$ cat src/rtl/mul_hilo_unit_pkg.sv
// ---------------------------------------------------------------------------
// mul_hilo_unit_pkg
//   Shared definitions for the HI/LO multiply sequencing stage:
//     - op_sel encodings used by both this unit and the ID decoder
//     - FSM state encoding
//     - latency counter width
//     - debug view of the sequencing FSM (state + latency counter)
// ---------------------------------------------------------------------------
package mul_hilo_unit_pkg;

    // Width of the latency counter; covers MUL_LATENCY values 1..15.
    localparam int CNT_W = 4;

    // op_sel encodings. 5..7 are reserved and behave as NOP.
    typedef enum logic [2:0] {
        OP_NOP   = 3'd0,
        OP_MULT  = 3'd1,
        OP_MULTU = 3'd2,
        OP_MTHI  = 3'd3,
        OP_MTLO  = 3'd4,
        OP_RSV5  = 3'd5,
        OP_RSV6  = 3'd6,
        OP_RSV7  = 3'd7
    } op_e;

    // Sequencing FSM states.
    typedef enum logic {
        ST_IDLE = 1'b0,
        ST_BUSY = 1'b1
    } state_e;

    // Observable snapshot of the sequencing FSM. The top drives all of its
    // control decisions from this struct so the state a checker binds to is
    // exactly the state the logic acts on.
    typedef struct packed {
        state_e           state;
        logic [CNT_W-1:0] cnt;
    } fsm_dbg_t;

    // True for the two opcodes that start a multiply.
    function automatic logic is_mul_op(input op_e op);
        return (op == OP_MULT) || (op == OP_MULTU);
    endfunction

endpackage

$ cat src/rtl/mul_hilo_unit_mul.sv
// ---------------------------------------------------------------------------
// mul_hilo_unit_mul
//   Combinational 32x32 -> 64 multiplier.
//   Ports:
//     sign_flag  in   1   1: operands are two's complement, 0: unsigned
//     a          in   32  multiplicand
//     b          in   32  multiplier
//     hi         out  32  product bits 63:32
//     lo         out  32  product bits 31:0
//   Both operands are extended to 64 bits according to sign_flag and
//   multiplied modulo 2^64. The low 64 bits of the product of the extended
//   operands equal the exact signed or unsigned 64-bit product, so one
//   multiplier serves both MULT and MULTU.
// ---------------------------------------------------------------------------
module mul_hilo_unit_mul (
    input  logic        sign_flag,
    input  logic [31:0] a,
    input  logic [31:0] b,
    output logic [31:0] hi,
    output logic [31:0] lo
);

    logic [63:0] a_ext;
    logic [63:0] b_ext;
    logic [63:0] prod;

    always_comb begin
        a_ext = {{32{sign_flag & a[31]}}, a};
        b_ext = {{32{sign_flag & b[31]}}, b};
        prod  = a_ext * b_ext;
    end

    assign hi = prod[63:32];
    assign lo = prod[31:0];

endmodule

$ cat src/rtl/mul_hilo_unit.sv
// ---------------------------------------------------------------------------
// mul_hilo_unit
//   Sequencing and result stage around the combinational multiplier.
//   Accepts MULT/MULTU/MTHI/MTLO from EX, holds latched operands stable for
//   MUL_LATENCY cycles, then commits the 64-bit product into HI/LO.
//
//   Parameters:
//     MUL_LATENCY  cycles from accept edge to HI/LO update edge (1..15)
//
//   Ports:
//     clk       in   1   system clock, posedge
//     rst       in   1   synchronous active-high reset, highest priority
//     op_valid  in   1   request present this cycle
//     op_sel    in   3   NOP/MULT/MULTU/MTHI/MTLO, 5..7 reserved
//     op_a      in   32  multiplicand / MTHI-MTLO write data
//     op_b      in   32  multiplier
//     op_ready  out  1   request accepted at posedge when op_valid & op_ready
//     busy      out  1   multiply in flight, EX stalls MFHI/MFLO while high
//     done      out  1   one-cycle pulse after HI/LO take a product
//     hi_out    out  32  architectural HI
//     lo_out    out  32  architectural LO
//
//   Handshake: a request transfers on a posedge where op_valid and op_ready
//   are both high. op_ready depends only on the FSM state (never on
//   op_valid); requests seen while op_ready is low are dropped, not queued,
//   so EX must hold them until it sees op_ready.
// ---------------------------------------------------------------------------
module mul_hilo_unit
    import mul_hilo_unit_pkg::*;
#(
    parameter int unsigned MUL_LATENCY = 4
) (
    input  logic        clk,
    input  logic        rst,
    input  logic        op_valid,
    input  logic [2:0]  op_sel,
    input  logic [31:0] op_a,
    input  logic [31:0] op_b,
    output logic        op_ready,
    output logic        busy,
    output logic        done,
    output logic [31:0] hi_out,
    output logic [31:0] lo_out
);

    // Counter load value: the accept edge is cycle 0, the commit happens on
    // the edge where the counter has run down to zero.
    localparam logic [CNT_W-1:0] LAT_M1 = CNT_W'(MUL_LATENCY - 1);

    // FSM state and counter
    state_e           state_q;
    state_e           state_d;
    logic [CNT_W-1:0] cnt_q;
    fsm_dbg_t         dbg;

    // Latched operands feeding the multiplier
    logic [31:0] opa_q;
    logic [31:0] opb_q;
    logic        sign_q;

    // Architectural registers and the done pulse
    logic [31:0] hi_q;
    logic [31:0] lo_q;
    logic        done_q;

    // Multiplier result
    logic [31:0] mul_hi;
    logic [31:0] mul_lo;

    // Decoded request
    op_e  op_dec;
    logic accept;
    logic start_mul;
    logic commit;

    assign dbg = '{state: state_q, cnt: cnt_q};

    assign op_dec    = op_e'(op_sel);
    assign accept    = op_valid & op_ready;
    assign start_mul = accept & is_mul_op(op_dec);
    // Final BUSY edge: product has been stable for MUL_LATENCY cycles.
    assign commit    = (dbg.state == ST_BUSY) && (dbg.cnt == '0);

    // ------------------------------------------------------------------
    // Multiplier: sees only the latched operands, so EX is free to change
    // op_a/op_b once the request has been accepted.
    // ------------------------------------------------------------------
    mul_hilo_unit_mul u_mul (
        .sign_flag (sign_q),
        .a         (opa_q),
        .b         (opb_q),
        .hi        (mul_hi),
        .lo        (mul_lo)
    );

    // ------------------------------------------------------------------
    // FSM: state register
    // ------------------------------------------------------------------
    always_ff @(posedge clk) begin
        if (rst) begin
            state_q <= ST_IDLE;
        end else begin
            state_q <= state_d;
        end
    end

    // ------------------------------------------------------------------
    // FSM: next-state logic
    // ------------------------------------------------------------------
    always_comb begin
        state_d = dbg.state;
        case (dbg.state)
            ST_IDLE: begin
                if (start_mul) begin
                    state_d = ST_BUSY;
                end
            end
            ST_BUSY: begin
                if (commit) begin
                    state_d = ST_IDLE;
                end
            end
            default: state_d = ST_IDLE;
        endcase
    end

    // ------------------------------------------------------------------
    // FSM: outputs (Moore, from state only)
    // ------------------------------------------------------------------
    always_comb begin
        busy     = 1'b0;
        op_ready = 1'b1;
        if (dbg.state == ST_BUSY) begin
            busy     = 1'b1;
            op_ready = 1'b0;
        end
    end

    // ------------------------------------------------------------------
    // Latency counter and operand latch
    // ------------------------------------------------------------------
    always_ff @(posedge clk) begin
        if (rst) begin
            cnt_q  <= '0;
            opa_q  <= '0;
            opb_q  <= '0;
            sign_q <= 1'b0;
        end else begin
            if (start_mul) begin
                cnt_q  <= LAT_M1;
                opa_q  <= op_a;
                opb_q  <= op_b;
                sign_q <= (op_dec == OP_MULT);
            end else if ((dbg.state == ST_BUSY) && (dbg.cnt != '0)) begin
                cnt_q <= cnt_q - 1'b1;
            end
        end
    end

    // ------------------------------------------------------------------
    // HI/LO registers and done pulse.
    // MTHI/MTLO can only be accepted in IDLE, so they never collide with a
    // product commit on the same edge. HI/LO are untouched while BUSY until
    // the commit edge writes both together.
    // ------------------------------------------------------------------
    always_ff @(posedge clk) begin
        if (rst) begin
            hi_q   <= '0;
            lo_q   <= '0;
            done_q <= 1'b0;
        end else begin
            done_q <= 1'b0;
            if (commit) begin
                hi_q   <= mul_hi;
                lo_q   <= mul_lo;
                done_q <= 1'b1;
            end else if (accept && (op_dec == OP_MTHI)) begin
                hi_q <= op_a;
            end else if (accept && (op_dec == OP_MTLO)) begin
                lo_q <= op_a;
            end
        end
    end

    assign hi_out = hi_q;
    assign lo_out = lo_q;
    assign done   = done_q;

endmodule

$ cat config.mk
export PLATFORM = sky130hd
export DESIGN_NAME = mul_hilo_unit
export DESIGN_NICKNAME = d
export VERILOG_FILES = /design/src/rtl/mul_hilo_unit_pkg.sv /design/src/rtl/mul_hilo_unit_mul.sv /design/src/rtl/mul_hilo_unit.sv
export SDC_FILE = /design/constraint.sdc
export NUM_CORES = 2
export LEC_CHECK = 0
export ABC_AREA = 1
export CAP_MARGIN = 20
export CORE_AREA = 10 10 290 292
export DETAILED_ROUTE_END_ITERATION = 7
export DIE_AREA = 0 0 300 302
export PLACE_DENSITY = 0.84
export SLEW_MARGIN = 20
export SYNTH_ARGS = -nofsm -noshare
export SYNTH_HDL_FRONTEND = slang
export SYNTH_HIERARCHICAL = 1
export SYNTH_SLANG_ARGS = --single-unit
$ cat constraint.sdc
create_clock -name clk -period 7.7 [get_ports clk]
set_input_delay 1.155 -clock clk [delete_from_list [all_inputs] [get_ports clk]]
set_output_delay 1.155 -clock clk [all_outputs]
set_load 0.1 [all_outputs]
---- Word level (Yosys, flattened, before mapping) ----
Cells that the tools add are included.
operators by class
  add/sub/neg operators ................... 1
  $mul .................................... 1
  equal/unequal tests ..................... 5
  muxes and demuxes ....................... 13
  bitwise logic cells ..................... 5
  reductions and logical operators ........ 12
operators with widths
  cell                                               number
  2-to-1 mux 32 bit                                  5
  multiplier 33 x 33 -> 64 bit                       1
  == test 3 x 2 -> 1 bit (second input constant)     2
  nonzero test 2 bit                                 3
  2-to-1 mux 1 bit                                   5
  AND 1 bit                                          4
  logical AND 1 bit                                  4
  zero test 4 bit                                    1
  2-to-1 mux 2 bit                                   2
  nonzero test 4 bit                                 1
  subtractor 4 x 1 -> 4 bit (second input constant)  1
  == test 3 x 1 -> 1 bit (second input constant)     1
  == test 3 bit (second input constant)              1
  != test 2 bit (second input constant)              1
  one-hot mux 1 bit (2 select lines)                 1
  AND reduction 2 bit                                1
  OR reduction 2 bit                                 1
  logical OR 1 bit                                   1
  inverter 1 bit                                     1
storage, ports and cells
  bits in registers ....................... 135
  input port bits ......................... 70
  output and inout bits ................... 67
  word-level logic and storage cells ...... 46

---- Depth between registers and ports, before layout ----
  word-level depth ........................ 6
  mapped depth ............................ 39
  depth with buffers taken out ............ 37

---- Cells and area by module ----
Netlist, hierarchy kept.
by module, submodules not included
  module             times used  cells an instance  area an instance (µm²)  sequential area each (µm²)
  mul_hilo_unit_mul  1           5021               39828.2                 0.0
  mul_hilo_unit      1           862                5911.9                  2702.6

---- Least setup slack after synthesis ----
OpenSTA, ideal clock, no wires.
  path type ............................... register -> register
  start ................................... register opa_q[31]
  end ..................................... register hi_q[27], in the netlist hi_out[27]
  library setup time ...................... 0.110 ns
  arrival time ............................ 7.518 ns
  data required time ...................... 7.590 ns
  setup slack ............................. 0.072 ns
  stages on the path, launching flop included .. 33
  buffers on the path ..................... 2
  period minus slack after synthesis ...... 7.628 ns
  cell sequence ........................... dfxtp_1 > buf_2 > nand2_1 > inv_1 > buf_1 > nand2_1 > inv_1 > fa_1 > fa_1 > fa_1 > inv_1 > fa_1 > inv_1 > fa_1 > fa_1 > inv_1 > fa_1 > fa_1 > inv_1 > ha_1 > nand2_1 > nor2_1 > inv_1 > nor2_2 > inv_1 > nor4_2 > o21ai_1 > nand4_1 > nand2_1 > nand2_1 > nand3_1 > nand2_1 > inv_1
between the ends
  cells in the longest elaborated chain, start to end .. 3
ends and longest elaborated chain
  element                           line                     RTL
  from (decl)                       mul_hilo_unit.sv:57      logic [31:0] opa_q;
  from (signal assigned)            mul_hilo_unit.sv:151     opa_q <= op_a;
  AND 1 bit                         mul_hilo_unit_mul.sv:28  a_ext = {{32{sign_flag & a[31]}}, a};
  multiplier 33 x 33 -> 64 bit (*)  mul_hilo_unit_mul.sv:30  prod = a_ext * b_ext;
  net mul_hi[27]                    mul_hilo_unit.sv:67      logic [31:0] mul_hi;
  2-to-1 mux 32 bit (*)             mul_hilo_unit.sv:173     if (commit) begin
  to (signal assigned)              mul_hilo_unit.sv:174     hi_q <= mul_hi;
  to (signal assigned)              mul_hilo_unit.sv:178     hi_q <= op_a;
  to (decl)                         mul_hilo_unit.sv:62      logic [31:0] hi_q;
The timed path passes the listed nets; every way through them passes the cells marked *.
A chain may end at the register's enable or synchronous reset.

---- Worst setup path after layout ----
  start ................................... register sign_q
  end ..................................... register hi_q[9], in the netlist hi_out[9]
between the ends
  cells in the longest elaborated chain, start to end .. 3
  elaborated cells on any way between the ends .. 4
  classes of those cells .................. mul: 1; mux: 1; bitwise: 2
ends and longest elaborated chain
  element                           line                                              RTL
  from (decl)                       mul_hilo_unit.sv:59                               logic sign_q;
  from (signal assigned)            mul_hilo_unit.sv:153                              sign_q <= (op_dec == OP_MULT);
  AND 1 bit (on tied branches)      mul_hilo_unit_mul.sv:28, mul_hilo_unit_mul.sv:29
  multiplier 33 x 33 -> 64 bit (*)  mul_hilo_unit_mul.sv:30
  net mul_hi[9]                     mul_hilo_unit.sv:67
  2-to-1 mux 32 bit (*)             mul_hilo_unit.sv:173
Marked as above.

==> impl_metrics.yaml <==
finish:
  final_cells: 7093
  proportion_of_layout_cells_with_a_drive_suffix_above_1: 0.0800
  areaGrowthSynthToFinish_pct: 11.9
  finalInstanceArea_sq_mm: 0.0512
  final_core_util: 0.653
  finalNetCount: 7437
detailed_routing:
  ant_nets: 0
  postRouteWirelength_mm: 149
  drc: 0
  drt-pass1-iter-count: 8
  vias: 39500
  avgRoutedWirePerCell_um: 21.0
  iteration_0_drc_markers: 4003
  via_per_inst: 5.57
timing:
  report.final.setup_viol: 0
  drv_slew: 0
  maxClockFrequency_mhz: 133
  tightest_slew_ps: 1120
  timing.max_slew.rel_slack: 0.251
  fin_worst_skew_ps: 8.88
  final-hold-violation-count: 0
  layout_worst_path_cycle_share: 0.980
  timing.final.crit_period_ps: 7540
clock_network:
  clock_sink_count: 135
  clock_tree.root_cell: "clkbuf_16"
  tritoncts_clock_tree: "yes"
  cts-root-to-sink-buffers: 2
  clock_tree.htree_level_count: 4
  clk_latency_ps: 460
  clkSlewWorstSetupHoldPaths_ps: 70
  cts_made_buffers: 17
global_route:
  first_pass_grt_wire_length_mm: 234
  grt.met3_usage: 0.0836
  maximum_number_of_pins_on_one_net_before_global_route_repair: 101
  grt.met1_usage: 0.398
  globalRouteTotalUtil: 0.334
  global_route.overflow_total: 0
  grt_busiest_layer: "met2"
  globalRouteMet2Util: 0.547
  antenna_found_initial: 3
  first_global_vias: 43300
synthesis:
  post_synth_inst_count: 5883
  synth_largest_type_area_fraction: 0.492
  postSynthNetCount: 7292
  postSynthRegisterBits: 135
  netlist.top_cell.by_area: "fa_1"
  synth.lib_cells_used.distinct: 40
  syn-cell-area_sq_mm: 0.0457
  synth_top_cells_by_area: "fa_1, inv_1, nand2_1"
  synth_warnings: 6
  syn-mean-instance-area_sq_um: 7.77
  synth_seq_area_share: 0.0591
critical_path:
  required_ps: 8110
  worst_path_cell_with_the_longest_stage_delay: "fa_1"
  worst_ep_arrival_time_ps: 7950
  criticalPathCategory: "reg2reg"
  critical_path.most_common_cell: "fa_1"
  cp-start-kind: "flop"
  worst-path-max-fanout: 18
  cp-end-kind: "flop"
  cpPeakStageDelay_ps: 520
floorplan:
  io-pin-count: 137
  number_of_placement_rows: 103
  fp.dieArea_sq_mm: 0.0906
  placeableCoreArea_sq_mm: 0.0784
  initial_core_util: 0.584
  die_width_um: 300
  floorplan.die.height_um: 302
place:
  numPortBuffers: 136
  gp_congestion: 1.05
  place_hpwl_mm: 122
  placement.cell_area_sq_mm: 0.0501
  placed_cells_incl_taps: 7045
power:
  power_density_mw_per_mm2: 77.7
  power.static_leakage_nw: 28.3
  ir_drop_mv: 0.222
  total_power_mw: 3.98
run_status:
  result_of_the_run: "finished clean"
run:
  drv.max_cap_violation_count: 0
worst_hold_path:
  min_delay_worst_type: "reg2reg"
cells by family (layout without fill, tap and decap cells):
kind of cell | after synthesis | in the layout | share of synthesized area
and+or+nand+nor | 2202 | 2202 | 0.194
AOI/OAI and AO/OA | 217 | 217 | 0.0258
DFF | 135 | 135 | 0.0591
buffers and inverters | 1942 | 2100 | 0.161
other | 0 | 2 | 0
adders and majority gates | 1339 | 1339 | 0.551
xor gates and xnor gates | 48 | 48 | 0.00919
worst max-delay path: cells and delay by family, from the launching register on:
kind	cells	cell delay, ps
adders and majority gates	9	4380
buffers and inverters	8	920
and+or+nand+nor	7	860
AOI/OAI and AO/OA	3	740
DFF	1	350
xor gates and xnor gates	1	220
power by group:
part / switching, mW / internal, mW
Combinational: 1.48 / 0.811
Sequential: 0.0479 / 0.742
Clock: 0.382 / 0.519
Total: 1.91 / 2.07
layout make-up:
class                           count  area, sq um
Antenna cell                        2         5.00
Clock buffer                       18          429
Tap cell                         1050         1310
Inverter                         1617         6080
Timing Repair Buffer              451         4450
Fill cell                        6290        27200
Sequential cell                   135         2710
Multi-Input combinational cell   3806        36000
Clock inverter                     14          186
sequential cells by signal, summed over array words and instances, names as in the netlist:
register,cells
cnt_q,4
done,1
hi_out,32
lo_out,32
opa_q,32
opb_q,32
sign_q,1
state_q,1
cell usage in the layout (no fill, tap or decap), types with 49 or more instances in the layout:
cell	Yosys	final
buf_12	0	57
inv_1	1610	1599
buf_4	7	254
o21ai_0	98	93
nand2_1	1553	1547
nand3_1	143	140
clkdlybuf4s50_1	0	136
dfxtp_1	135	127
nor2_1	370	356
fa_1	1125	1114
a21oi_1	74	68
nand4_1	49	49
ha_1	214	205
cells in the mapped netlist (all sizes together):
cell,instances
inv,1616
nand2,1564
fa,1125
nor2,382
clkbuf,290
ha,214
nand3,152
dfxtp,135
o21ai,112
a21oi,80
nand4,49
xor2,37
nand3b,36
buf,35
o21bai,14
xnor2,11
nor3,9
or2,6
a21o,5
a31oi,3
nor4,3
a21boi,1
and2,1
clkinv,1
o211ai,1
o31ai,1
per-layer routing:
layer | up-vias | wire length [um]
met5 | - | 12
li1 | 16800 | -
met1 | 19700 | 53400
met2 | 2421 | 70300
met4 | 2 | 9540
met3 | 585 | 15500
stage by stage:
stage | hold WS [ps] | setup TNS [ps] | setup WS (ps)
after floorplan | 449 | 0 | 72.4
after global placement | 477 | 0 | 164
after detailed placement | 511 | -78.2 | -53.2
after CTS | 523 | 0 | 3.91
final | 526 | 0 | 155
after global routing | 556 | -251 | -60.8
worst paths after layout:
kind | start | to | slack [ps] | depth (start not counted)
worst max-delay path | sign_q$_SDFFE_PP0P_ | hi_out[9]$_SDFFE_PP0P_ | 160 | 28
worst min-delay path | opa_q[24]$_SDFFE_PP0P_ | opa_q[24]$_SDFFE_PP0P_ | 530 | 2
worst max register to register | sign_q$_SDFFE_PP0P_ | hi_out[9]$_SDFFE_PP0P_ | 160 | 28
worst min register to register | opa_q[24]$_SDFFE_PP0P_ | opa_q[24]$_SDFFE_PP0P_ | 530 | 2
timing repair:
item,CTS,global route
hold buffers,0,0
gates resized for setup,1,88
setup endpoints to repair,6,39
cloned,0,0
setup buffers,2,12
pin swaps,0,23
(Power assumes the default switching activity.)
